[config.mk]
export PLATFORM = sky130hd
export DESIGN_NAME = audio_stream_pipe
export DESIGN_NICKNAME = d
export VERILOG_FILES = /design/src/rtl/audio_stream_pkg.sv /design/src/rtl/audio_frame_fifo.sv /design/src/rtl/audio_stream_pipe.sv
export SDC_FILE = /design/constraint.sdc
export NUM_CORES = 1
export LEC_CHECK = 0
export ABC_AREA = 1
export BUFFER_PORTS_ARGS = -buffer_cell sky130_fd_sc_hd__buf_4
export CAP_MARGIN = 20
export CORE_ASPECT_RATIO = 1.1
export CORE_UTILIZATION = 30
export DETAILED_ROUTE_END_ITERATION = 10
export GPL_TIMING_DRIVEN = 0
export SLEW_MARGIN = 10
export SYNTH_ARGS = -nofsm -noshare
export SYNTH_HDL_FRONTEND = slang
export SYNTH_SLANG_ARGS = --single-unit
[constraint.sdc]
create_clock -name CLOCK_50 -period 9.52 [get_ports CLOCK_50]
set_clock_uncertainty 0.2 [all_clocks]
set_input_delay 0.952 -clock CLOCK_50 [delete_from_list [all_inputs] [get_ports CLOCK_50]]
set_output_delay 0.952 -clock CLOCK_50 [all_outputs]
set_load 0.01 [all_outputs]
[src/rtl/audio_stream_pkg.sv]
// Shared types and saturating helpers for the audio stream pipe.
package audio_stream_pkg;

  localparam int PIPE_LAT = 3;
  // Working width for saturating math; must cover DATA_W + 2^GAIN_W.
  localparam int WMAX     = 128;

  typedef enum logic [1:0] {RD_IDLE, RD_PULSE, RD_GAP} rd_state_t;
  typedef enum logic [1:0] {WR_IDLE, WR_PULSE, WR_GAP} wr_state_t;

  typedef logic signed [WMAX-1:0] wide_t;

  function automatic wide_t clamp(input wide_t x, input wide_t lo, input wide_t hi);
    if (x > hi) return hi;
    if (x < lo) return lo;
    return x;
  endfunction

  // Arithmetic left shift in the wide domain, then saturate to [lo, hi].
  function automatic wide_t sat_shift(input wide_t x, input int sh, input wide_t lo, input wide_t hi);
    return clamp(x <<< sh, lo, hi);
  endfunction

endpackage

[src/rtl/audio_frame_fifo.sv]
// Frame FIFO: DEPTH entries of W bits, head always visible, occupancy count.
module audio_frame_fifo #(
  parameter int DEPTH = 4,
  parameter int W     = 64
) (
  input  logic                       clk_i,
  input  logic                       rst_ni,
  input  logic                       push_i,
  input  logic [W-1:0]               data_i,
  input  logic                       pop_i,
  output logic [W-1:0]               head_o,
  output logic [$clog2(DEPTH):0]     count_o
);
  localparam int AW = $clog2(DEPTH);

  logic [DEPTH-1:0][W-1:0] mem_q;
  logic [AW-1:0]           wr_ptr_q, rd_ptr_q;
  logic [AW:0]             cnt_q;

  // Storage needs no reset; only pointers/count define validity.
  always_ff @(posedge clk_i)
    if (push_i) mem_q[wr_ptr_q] <= data_i;

  // Pointer and occupancy tracking; push+pop together leaves count unchanged.
  always_ff @(posedge clk_i or negedge rst_ni) begin
    if (!rst_ni) begin
      wr_ptr_q <= '0;
      rd_ptr_q <= '0;
      cnt_q    <= '0;
    end else begin
      if (push_i) wr_ptr_q <= wr_ptr_q + AW'(1);
      if (pop_i)  rd_ptr_q <= rd_ptr_q + AW'(1);
      case ({push_i, pop_i})
        2'b10:   cnt_q <= cnt_q + (AW+1)'(1);
        2'b01:   cnt_q <= cnt_q - (AW+1)'(1);
        default: cnt_q <= cnt_q;
      endcase
    end
  end

  assign head_o  = mem_q[rd_ptr_q];
  assign count_o = cnt_q;

endmodule

[src/rtl/audio_stream_pipe.sv]
// Codec-side audio streaming core: read FSM, 3-stage mute/gain/clip pipe,
// output frame FIFO and write FSM. Optional peak meter: AUDIO_STREAM_PEAK_EN.
module audio_stream_pipe
  import audio_stream_pkg::*;
#(
  parameter int NUM_CH = 2,
  parameter int DATA_W = 32,
  parameter int DEPTH  = 4,
  parameter int GAIN_W = 3
) (
  input  logic                       CLOCK_50,
  input  logic                       resetn,
  input  logic                       audio_in_available,
  input  logic                       audio_out_allowed,
  output logic                       read_audio_in,
  output logic                       write_audio_out,
  input  logic [NUM_CH*DATA_W-1:0]   audio_in,
  output logic [NUM_CH*DATA_W-1:0]   audio_out,
  input  logic                       mute_sw,
  input  logic [GAIN_W-1:0]          gain_sw,
  input  logic                       clip_sw,
  input  logic [DATA_W-2:0]          clip_lvl,
  input  logic                       peak_clr,
  output logic [DATA_W-2:0]          peak_level
);
  localparam int    CW   = $clog2(DEPTH) + 1;
  localparam wide_t SMAX = (wide_t'(1) <<< (DATA_W-1)) - wide_t'(1);
  localparam wide_t SMIN = -SMAX - wide_t'(1);

  typedef logic signed [DATA_W-1:0] samp_t;
  typedef struct packed {
    logic              mute;
    logic [GAIN_W-1:0] gain;
    logic              clip;
  } cfg_t;

  logic                            rst_n;
  logic [1:0]                      rst_sync_q;
  cfg_t                            sw_meta_q, sw_sync_q, cfg1_q, cfg2_q;
  rd_state_t                       rd_state_q, rd_state_d;
  wr_state_t                       wr_state_q, wr_state_d;
  logic                            rd_pulse, rd_go, wr_pop;
  logic [PIPE_LAT:1]               vld_q;
  logic [PIPE_LAT:0]               vld_pipe;
  logic [NUM_CH-1:0][DATA_W-1:0]   s1_d, s1_q, s2_d, s2_q, s3_d, s3_q;
  logic [CW-1:0]                   fifo_cnt;
  logic [CW:0]                     occ;
  logic [NUM_CH*DATA_W-1:0]        fifo_head, audio_out_q;
  wide_t                           clip_hi, clip_lo;

  // Reset: assert asynchronously, release on a clock edge.
  always_ff @(posedge CLOCK_50 or negedge resetn)
    if (!resetn) rst_sync_q <= '0;
    else         rst_sync_q <= {rst_sync_q[0], 1'b1};
  assign rst_n = rst_sync_q[1];

  // Two-flop synchronisers for the asynchronous switches.
  always_ff @(posedge CLOCK_50 or negedge rst_n)
    if (!rst_n) begin
      sw_meta_q <= '0;
      sw_sync_q <= '0;
    end else begin
      sw_meta_q <= {mute_sw, gain_sw, clip_sw};
      sw_sync_q <= sw_meta_q;
    end

  // Occupancy counts frames already committed to the pipe so the FIFO never overflows.
  assign occ   = {1'b0, fifo_cnt} + (CW+1)'($countones(vld_q));
  assign rd_go = audio_in_available && (occ < (CW+1)'(DEPTH));

  // Read FSM next state: one strobe, then a guard cycle.
  always_comb begin
    rd_state_d = rd_state_q;
    case (rd_state_q)
      RD_IDLE:  if (rd_go) rd_state_d = RD_PULSE;
      RD_PULSE: rd_state_d = RD_GAP;
      RD_GAP:   rd_state_d = RD_IDLE;
      default:  rd_state_d = RD_IDLE;
    endcase
  end

  // Write FSM next state; pop happens on the IDLE->PULSE transition.
  always_comb begin
    wr_state_d = wr_state_q;
    wr_pop     = 1'b0;
    case (wr_state_q)
      WR_IDLE: if ((fifo_cnt != '0) && audio_out_allowed) begin
        wr_state_d = WR_PULSE;
        wr_pop     = 1'b1;
      end
      WR_PULSE: wr_state_d = WR_GAP;
      WR_GAP:   wr_state_d = WR_IDLE;
      default:  wr_state_d = WR_IDLE;
    endcase
  end

  // State registers and the output frame register.
  always_ff @(posedge CLOCK_50 or negedge rst_n)
    if (!rst_n) begin
      rd_state_q  <= RD_IDLE;
      wr_state_q  <= WR_IDLE;
      audio_out_q <= '0;
    end else begin
      rd_state_q <= rd_state_d;
      wr_state_q <= wr_state_d;
      if (wr_pop) audio_out_q <= fifo_head;
    end

  assign rd_pulse        = (rd_state_q == RD_PULSE);
  assign read_audio_in   = rd_pulse;
  assign write_audio_out = (wr_state_q == WR_PULSE);
  assign audio_out       = audio_out_q;
  assign vld_pipe        = {vld_q, rd_pulse};

  assign clip_hi = wide_t'({1'b0, clip_lvl});
  assign clip_lo = -clip_hi;

  // Per-channel stage datapaths; each frame carries the switch settings it entered with.
  for (genvar c = 0; c < NUM_CH; c++) begin : g_ch
    samp_t s1_s, s2_s;
    assign s1_s    = s1_q[c];
    assign s2_s    = s2_q[c];
    assign s1_d[c] = sw_sync_q.mute ? '0 : audio_in[c*DATA_W +: DATA_W];
    assign s2_d[c] = DATA_W'(sat_shift(wide_t'(s1_s), int'(cfg1_q.gain), SMIN, SMAX));
    assign s3_d[c] = cfg2_q.clip ? DATA_W'(clamp(wide_t'(s2_s), clip_lo, clip_hi)) : s2_q[c];
  end

  // Pipeline registers advance only with their valid bit.
  always_ff @(posedge CLOCK_50 or negedge rst_n)
    if (!rst_n) begin
      vld_q  <= '0;
      s1_q   <= '0;
      s2_q   <= '0;
      s3_q   <= '0;
      cfg1_q <= '0;
      cfg2_q <= '0;
    end else begin
      vld_q <= vld_pipe[PIPE_LAT-1:0];
      if (vld_pipe[0]) begin
        s1_q   <= s1_d;
        cfg1_q <= sw_sync_q;
      end
      if (vld_pipe[1]) begin
        s2_q   <= s2_d;
        cfg2_q <= cfg1_q;
      end
      if (vld_pipe[2]) s3_q <= s3_d;
    end

  audio_frame_fifo #(.DEPTH(DEPTH), .W(NUM_CH*DATA_W)) u_fifo (
    .clk_i   (CLOCK_50),
    .rst_ni  (rst_n),
    .push_i  (vld_q[PIPE_LAT]),
    .data_i  (s3_q),
    .pop_i   (wr_pop),
    .head_o  (fifo_head),
    .count_o (fifo_cnt)
  );

`ifdef AUDIO_STREAM_PEAK_EN
  logic [NUM_CH-1:0][DATA_W-2:0] mag;
  logic [DATA_W-2:0]             frame_max, peak_d, peak_q;

  // |x| per channel; the most negative value saturates to all-ones.
  for (genvar c = 0; c < NUM_CH; c++) begin : g_mag
    logic [DATA_W-1:0] neg;
    assign neg    = -s3_q[c];
    assign mag[c] = s3_q[c][DATA_W-1] ? (neg[DATA_W-1] ? '1 : neg[DATA_W-2:0])
                                      : s3_q[c][DATA_W-2:0];
  end

  // Largest magnitude in the frame being pushed.
  always_comb begin
    frame_max = '0;
    for (int c = 0; c < NUM_CH; c++)
      if (mag[c] > frame_max) frame_max = mag[c];
  end

  // Peak hold; clear wins over an update in the same cycle.
  always_comb begin
    peak_d = peak_q;
    if (peak_clr)                                        peak_d = '0;
    else if (vld_q[PIPE_LAT] && (frame_max > peak_q))    peak_d = frame_max;
  end

  // Peak register.
  always_ff @(posedge CLOCK_50 or negedge rst_n)
    if (!rst_n) peak_q <= '0;
    else        peak_q <= peak_d;

  assign peak_level = peak_q;
`else
  logic unused_peak_clr;
  assign unused_peak_clr = peak_clr;
  assign peak_level      = '0;
`endif

endmodule

# Word-level counts from Yosys, hierarchy flattened
# Cells that the tools add are included.
[totals]
regBits = 543
in_bits = 105
out_inout_bits = 97
wordCells = 106
[op_classes]
add_sub_neg = 8
order_cmp = 12
eq_ne = 6
shifts = 2
n_mux = 44
n_reduce_logical = 7
[op_table]
columns = ["op", "count"]
rows = [
  ["$mux 32", 20],
  ["$bwmux 256", 1],
  ["$gt 128x32->1 const B", 2],
  ["$lt 128x32->1 const B", 2],
  ["$lt 32x128->1", 2],
  ["$sshl 32x3->128", 2],
  ["$bmux 64 s2", 1],
  ["$demux 64 s2", 1],
  ["$mux 64", 2],
  ["$neg 31->128", 1],
  ["$gt 32x32->1", 2],
  ["$mux 1", 14],
  ["$pmux 2 s2", 2],
  ["$eq 2x1->1 const B", 3],
  ["$lt 2x3->1 const B", 2],
  ["$pmux 3 s2", 1],
  ["$add 2x1->2 const B", 2],
  ["$add 3x3->4", 1],
  ["$logic_not 2->1", 2],
  ["$lt 4x3->1 const B", 1],
  ["$mux 2", 2],
  ["$ne 2x2->1 const B", 2],
  ["$add 2x1->3", 1],
  ["$add 3x1->3 const B", 1],
  ["7 further kinds", 9],
]

# Longest topological paths before layout
# Gate-level depths: netlist of the first run.
[logic_depth]
word_depth = 7
depth_mapped = 31
depth_no_buf = 29

# By module
# Synthesis of the first run repeated with hierarchy kept, for this count alone.
[unflattened]
hier_cells = 3616
area_unflattened_um2 = 30822.1
[by_module_without_submodules]
columns = ["module", "n_inst", "cells_each", "area_each_um2", "seq_area_each_um2"]
rows = [
  ["audio_stream_pipe", 1, 2696, 19955.4, 7006.7],
  ["audio_frame_fifo", 1, 920, 10866.7, 7862.5],
]

# Worst setup path before layout of the first run
# Ideal clock, no wire load.
[synth_path]
path_kind = "in2reg"
startpoint = "in clip_lvl[0]"
endpoint = "reg s3_q[27] (netlist name)"
setup_ns = 0.121
arrival_time_ns = 4.590
required_ns = 9.199
setup_slack_ns = 4.609
cell_stages = 28
cell_sequence = "inv_1 > ha_1 > nand2_1 > nor2_1 > nand3_1 > nor3_1 > nand3_1 > clkbuf_1 > nor2_1 > ha_1 > inv_1 > ha_1 > nand2_1 > nor4_1 > nand3_1 > nor3b_1 > nand3_1 > nand2_1 > inv_1 > nand2_1 > nand2_2 > nand2_1 > nand2_2 > nand2_4 > buf_6 > nand2_1 > nand3_1 > a21oi_1"
[synth_via]
elab_chain_len = 7
elab_cells_between_ends = 10
cone_classes = "add/sub: 1; order compare: 2; mux: 7"
[synth_lines]
columns = ["element", "line", "rtl"]
rows = [
  ["start, declared", "audio_stream_pipe.sv:22", "input logic [DATA_W-2:0] clip_lvl,"],
  ["$neg 31->128", "audio_stream_pipe.sv:116", "assign clip_lo = -clip_hi;"],
  ["$lt 32x128->1", "audio_stream_pkg.sv:15", "if (x < lo) return lo;"],
  ["$mux 1 (2 in series)", "audio_stream_pkg.sv:15", ""],
  ["$mux 32", "audio_stream_pkg.sv:16", "return x;"],
  ["$mux 32 *", "audio_stream_pkg.sv:15", ""],
  ["$mux 32 *", "audio_stream_pipe.sv:125", "assign s3_d[c] = cfg2_q.clip ? DATA_W'(clamp(wide_t'(s2_s), clip_lo, clip_hi)) : s2_q[c];"],
  ["end signal, assigned", "audio_stream_pipe.sv:134", "s3_q <= '0;"],
  ["end signal, assigned", "audio_stream_pipe.sv:147", "if (vld_pipe[2]) s3_q <= s3_d;"],
  ["end, declared", "audio_stream_pipe.sv:45", "logic [NUM_CH-1:0][DATA_W-1:0] s1_d, s1_q, s2_d, s2_q, s3_d, s3_q;"],
]
# Mark *: on every way between the ends. The rest lies on a longest branch, timed or not. The select of a mux whose other input is x is not followed.
# A chain may end at the register's enable or synchronous reset.

# Final worst setup path of the first run
[layout_path]
startpoint = "in clip_lvl[0]"
endpoint = "reg s3_q[50] (netlist name)"
# The elaborated chain is that of the path after synthesis.

==> flow_summary.yaml, run 1 <==
pwr:
  powerDensity_mw_per_mm2: 320.0
  p_leak_nw: 14.99
  vdd_drop_max_mv: 0.1604
synthesis:
  synth_top_area_cell: "edfxtp_1"
  synth_common_cells: "nand2_1, o21ai_0, nor2_1"
  synthTopCellsByArea: "edfxtp_1, dfrtp_1, ha_1"
  syn_avg_cell_area_sq_um: 9.069
  yosys.cell_types.count: 51
  synth_most_common_cell: "nand2_1"
  synth_area_sq_mm: 0.02960
  synth-warning-count: 0
  synthArstFlopShare_pct: 52.85
  ys_seq_area_share_pct: 50.23
  yosys.area.top_type_share_pct: 25.97
  synth_edf_count: 256
  ys_seq_elements: 543
  ys.flop_type: "dfrtp_1"
  syn_inst: 3264
place:
  routabilityCongestion: 0.9924
  numPortBuffers: 168
  dp_hpwl_microns: 75340
  dp.cells: 4753
cts:
  postCtsHoldBufs: 1
  clk_pin_slew_ps: 60
  worstSkewPairLatency_ps: 640
  cts_buffers: 57
  cts-root-buf: "clkbuf_16"
  cts_max_level: 2
  postCtsSetupRepairBufs: 0
  clk_path_buf_depth: 3
  post_cts_resized: 0
  cts_tree: "built"
  clock_sinks: 543
worst_setup_path:
  cpPeakStageDelay_ps: 610
  crit_type: "in -> reg"
  worstPathArrival_ps: 7110
  end_kind: "flip-flop"
  worst_path_max_delay_cell: "nor4_1"
  required_ps: 9800
  startpoint_type: "input pin"
  crit_fanout: 10
  cpMostUsedCell: "nand2_1"
grt:
  grt_overflow: 0
  grt_pass1_wl_microns: 143000
  antenna_found_initial: 6
  track_usage_pct: 18.75
  grt_pass1_vias: 23430
  grt_max_degree: 65
timing:
  finalSetupViolCount: 0
  slew_headroom_pct: 20.25
  slew_violations: 0
  layout_min_cycle_time_ps: 6828
  fmax_ghz: 0.1465
  rsz0062_at_grt: "no"
  worst_pin_slew_ps: 1181
  hold_violations: 0
  fin_hold_ws_ps: 4.491
  post-route-period-util_pct: 71.73
hold_path:
  hp-class: "reg -> async"
floorplan:
  die_y_microns: 331.5
  row_count: 120
  dieArea_sq_mm: 0.09994
  die_w_microns: 301.5
  coreArea_sq_mm: 0.09759
  start_util_pct: 30.33
  top_level_ports: 202
final_layout:
  drive_gt1_share_pct: 11.62
  area_growth_pct: 17.75
  final_cells: 4864
  nets: 3823
  nFillCells: 10040
routing:
  post_drt_wl_per_cell_microns: 19.70
  vias_per_cell: 4.982
  drtIter0Drc: 1912
  drt-pass1-iter-count: 10
  via_count: 24230
  drcViolationCount: 24
  antenna_left: 0
  routed_wl_microns: 95840
run_status:
  status: "finished with violations"
  violations: "design-rule violations"
flow_run:
  max_cap_violations: 0
logic make-up after synthesis:
| kind of cell | after synthesis | synth area share, % |
|---|---|---|
| simple gates | 1082 | 15.41 |
| buf+inv | 515 | 7.122 |
| fa+ha+maj | 186 | 7.912 |
| flops | 543 | 50.23 |
| compound gates | 809 | 14.85 |
| other cells | 2 | 0.02537 |
| xor+xnor | 27 | 0.7989 |
| mux | 100 | 3.652 |
sequential cells by signal (all words and copies together) (netlist names):
name and flops:
rd_state_q 2, wr_state_q 2, vld_q 3, g_ch.s2_s 64, audio_out 64, sw_sync_q 5
s3_q 64, u_fifo.wr_ptr_q 2, rst_sync_q 2, sw_meta_q 5, g_ch.s1_s 64, u_fifo.mem_q 256
cfg1_q 4, cfg2_q 1, u_fifo.rd_ptr_q 2, u_fifo.count_o 3
routing by layer:
layer  wire [microns]  global-route usage [%]  share of wire (%)
met1            43080                   26.07                 45
met2            43280                   29.96                 45
met3             6277                   2.541                6.5
met4             3134                   5.942                3.3
met5               63                       0              0.066
power by group:
| group | switching, W | internal [W] |
|---|---|---|
| combinational | 0.00320 | 0.00165 |
| clock | 0.000948 | 0.00139 |
| sequential | 0.000656 | 0.00331 |
through the flow:
stage	setup slack, ps	power [W]	util (%)	setup TNS [ps]	area [sq um]
floorplan	729.3	0.006819	-	0	29710
global placement	-3118	0.008717	33.38	-866310	32580
detailed placement	2085	0.008812	33.66	0	32850
CTS	2721	0.01117	35.71	0	34850
global route	2356	0.01188	35.71	0	34850
finish	2692	0.01115	35.72	0	34860
placed cells by master, fill, tap and decap left out, types with 25 or more instances in the layout:
cell / netlist / final
edfxtp_1: 256 / 256
o21ai_0: 410 / 410
nor2_1: 319 / 319
nand3_1: 178 / 178
clkbuf_16: 0 / 59
buf_4: 33 / 202
xor2_1: 25 / 25
mux2i_1: 36 / 36
a21oi_1: 225 / 225
dfrtp_1: 287 / 284
a22oi_1: 41 / 41
nand4_1: 27 / 27
mux2_2: 64 / 64
nor3_1: 29 / 28
ha_1: 184 / 184
o22ai_1: 82 / 82
clkbuf_1: 145 / 164
conb_1: 2 / 32
nand2_1: 494 / 494
inv_1: 299 / 295
worst paths after layout:
kind / start / to / slack [ps] / depth (start not counted)
min in group CLOCK_50: rst_sync_q[0] / rst_sync_q[1] / 150 / 0
worst max register to register: g_ch[1].s2_s[31] / s3_q[50] / 5100 / 14
worst max-delay path: clip_lvl[0] / s3_q[50] / 2690 / 30
worst min register to register: rst_sync_q[1] / g_ch[1].s1_s[15] / 4 / 0
worst min-delay path: rst_sync_q[1] / g_ch[1].s1_s[15] / 4 / 0
max in group asynchronous: rst_sync_q[1] / audio_out[58] / 7810 / 3
layout make-up:
| cell class | instances | area [sq um] | share of cell area, % |
|---|---|---|---|
| Inverter | 302 | 1144 | 3.281 |
| Clock inverter | 19 | 295.3 | 0.8471 |
| Antenna cell | 2 | 5.005 | 0.01436 |
| Clock buffer | 89 | 1699 | 4.875 |
| Multi-Input combinational cell | 2236 | 12740 | 36.56 |
| Sequential cell | 543 | 14880 | 42.68 |
| Timing Repair Buffer | 179 | 1519 | 4.358 |
| Tap cell | 1281 | 1603 | 4.598 |
| Buffer | 213 | 974.7 | 2.796 |
worst max-delay path: cells and delay by family:
| kind | cells | cell delay [ps] |
|---|---|---|
| compound gates | 1 | 80 |
| fa+ha+maj | 3 | 690 |
| buf+inv | 7 | 1320 |
| simple gates | 19 | 4060 |
(Power assumes the default switching activity.)
==> run 2: changes to the inputs <==
- ABC_AREA: 1 -> 0
- clock period: 9.52 -> 6.5 ns (I/O delays scaled with it)
==> run 2 against run 1 <==
The run now ends clean. Synthesized cell count down 21%. Critical path depth down 8. Worst setup slack worse by 2500 ps. Clock power up 44%. Register-to-register slack worse by 3200 ps. Clock-buffer cell count down 11. Power up 54%. Flip-flop and latch count unchanged.
==> flow_summary.yaml, run 2 <==
final_layout:
  nets: 3147
  largest_reg_flops: 256
  final_core_util_pct: 35.76
  area_growth_pct: 18.32
  mostFrequentLayoutCells: "nand2_1, dfrtp_1, edfxtp_1"
  drive_gt1_share_pct: 18.79
  final_cells: 4188
  final_common_cell: "nand2_1"
  nFillCells: 9697
  regMostFlops: "u_fifo.mem_q"
floorplan:
  dieArea_sq_mm: 0.09928
  die_w_microns: 300.5
  die_y_microns: 330.4
  top_level_ports: 202
  start_util_pct: 30.22
  row_count: 120
  coreArea_sq_mm: 0.09729
routing:
  drt-pass1-iter-count: 6
  post_drt_wl_per_cell_microns: 21.22
  drtIter0Drc: 1774
  via_count: 21580
  vias_per_cell: 5.152
  antenna_left: 0
  routed_wl_microns: 88860
  drcViolationCount: 0
synthesis:
  synth_common_cells: "nand2_1, dfrtp_1, edfxtp_1"
  syn_avg_cell_area_sq_um: 11.38
  ys_seq_elements: 543
  synth_most_common_cell: "nand2_1"
  synth_top_area_cell: "edfxtp_1"
  ys_seq_area_share_pct: 50.57
  synthTopCellsByArea: "edfxtp_1, dfrtp_1, ha_1"
  synth_area_sq_mm: 0.02941
  yosys.cell_types.count: 85
  syn_inst: 2583
  synthArstFlopShare_pct: 52.85
  synth-warning-count: 0
  yosys.area.top_type_share_pct: 26.14
  ys.flop_type: "dfrtp_1"
  synth_edf_count: 256
run_status:
  status: "finished clean"
cts:
  clock_sinks: 543
  cts-root-buf: "clkbuf_16"
  cts_max_level: 2
  cts_tree: "built"
  clk_pin_slew_ps: 60
  cts_buffers: 58
  clk_path_buf_depth: 3
  worstSkewPairLatency_ps: 640
timing:
  layout_min_cycle_time_ps: 6306
  finalSetupViolCount: 0
  slew_headroom_pct: 30.23
  post-route-period-util_pct: 97.01
  fmax_ghz: 0.1586
  hold_violations: 0
  rsz0062_at_grt: "no"
  worst_pin_slew_ps: 1038
  fin_hold_ws_ps: 72.33
  setup_tns_ps: 0
  slew_violations: 0
place:
  dp.cells: 4066
  dp_hpwl_microns: 69270
  routabilityCongestion: 0.9754
  numPortBuffers: 163
grt:
  track_usage_pct: 17.92
  antenna_found_initial: 8
  grt_overflow: 0
  grt_max_degree: 58
  grt_pass1_wl_microns: 135700
  grt_pass1_vias: 21270
worst_setup_path:
  crit_type: "in -> reg"
  crit_fanout: 10
  crit_chain: "buf_4, or4_4, or4_1, buf_2, clkbuf_1, nor2_2, and3_1, and3_1, xnor2_1, inv_1, ha_1, nand4_1, or3_1, nor4b_1, nand3_1, a2111o_1, and4_1, buf_6, or2_2, buf_4, nand2_1, a41oi_1"
  required_ps: 6750
  worstPathArrival_ps: 6560
  cpPeakStageDelay_ps: 600
  startpoint_type: "input pin"
  worst_path_max_delay_cell: "or4_4"
  end_kind: "flip-flop"
pwr:
  vdd_drop_max_mv: 0.2576
  p_leak_nw: 13.98
  powerDensity_mw_per_mm2: 494.4
  design_power_total_w: 0.01720
flow_run:
  max_cap_violations: 0
hold_path:
  hp-class: "in -> reg"
run 2: area by class of cell:
class                   instances  area [sq um]  area share [%]
plain buffers                 186         870.8           2.503
repair buffers                183          1574           4.524
well taps                    1281          1603           4.607
multi-input cells            1791         13520           38.86
clock inverters                32         326.6          0.9386
inverters                      93         349.1           1.003
diodes                          1         2.502        0.007192
flip-flops and latches        543         14880           42.76
clock buffers                  78          1670           4.801
run 2: report_power, final:
group,total (W),internal (W),switching [W]
clock,0.00338,0.00198,0.00140
combinational,0.00753,0.00317,0.00435
sequential,0.00630,0.00497,0.00133
run 2: metal layers:
metal	global-route usage, %	up-vias	share of wire [%]
li1	-	10160	-
met1	24.28	10560	44
met2	29.42	677	47
met3	2.873	167	5.7
met4	5.335	12	2.8
met5	0	-	0.083
run 2: path summary, 6_finish.rpt:
check / from / cells past startpoint / slack, ps / end
hold / removal: audio_in[0] / 3 / 70 / g_ch[0].s1_s[0]
max in group asynchronous: rst_sync_q[1] / 2 / 4800 / wr_state_q[0]
setup / recovery: clip_lvl[12] / 22 / 190 / s3_q[13]
min in group asynchronous: resetn / 2 / 140 / rst_sync_q[1]
setup reg to reg: g_ch[1].s2_s[31] / 14 / 1850 / s3_q[51]
hold reg to reg: rst_sync_q[0] / 0 / 150 / rst_sync_q[1]
run 2: worst max-delay path: cells and delay by family:
family	cells	cell delay [ps]
buffers and inverters	6	1200
adder cells (fa/ha/maj)	1	320
XOR/XNOR	1	250
AO/OA/AOI/OAI	2	640
AND/OR/NAND/NOR	12	3460
run 2: kinds of logic after synthesis:
logic type | Yosys count | share of synthesized area, %
other | 2 | 0.02554
buffers and inverters | 279 | 4.144
AO/OA/AOI/OAI | 608 | 13.41
XOR/XNOR | 43 | 1.374
multiplexers | 218 | 11.33
AND/OR/NAND/NOR | 704 | 11.19
flip-flops | 543 | 50.57
adder cells (fa/ha/maj) | 186 | 7.965
run 2: what timing repair did:
item,in CTS,in global routing
pin swaps,2,1
hold buffers,6,0
gates resized for setup,5,11
buffers inserted,4,1
endpoints found under the setup margin,64,43
endpoints found under the hold margin,7,0
run 2: metrics by stage:
step	instance area [sq um]	worst slack, ps
2_1_floorplan	29520	546.5
3_3_place_gp	32350	-1637
3_5_place_dp	32610	-1597
4_1_cts	34730	111.3
5_1_grt	34790	38.08
6_report	34790	194.3
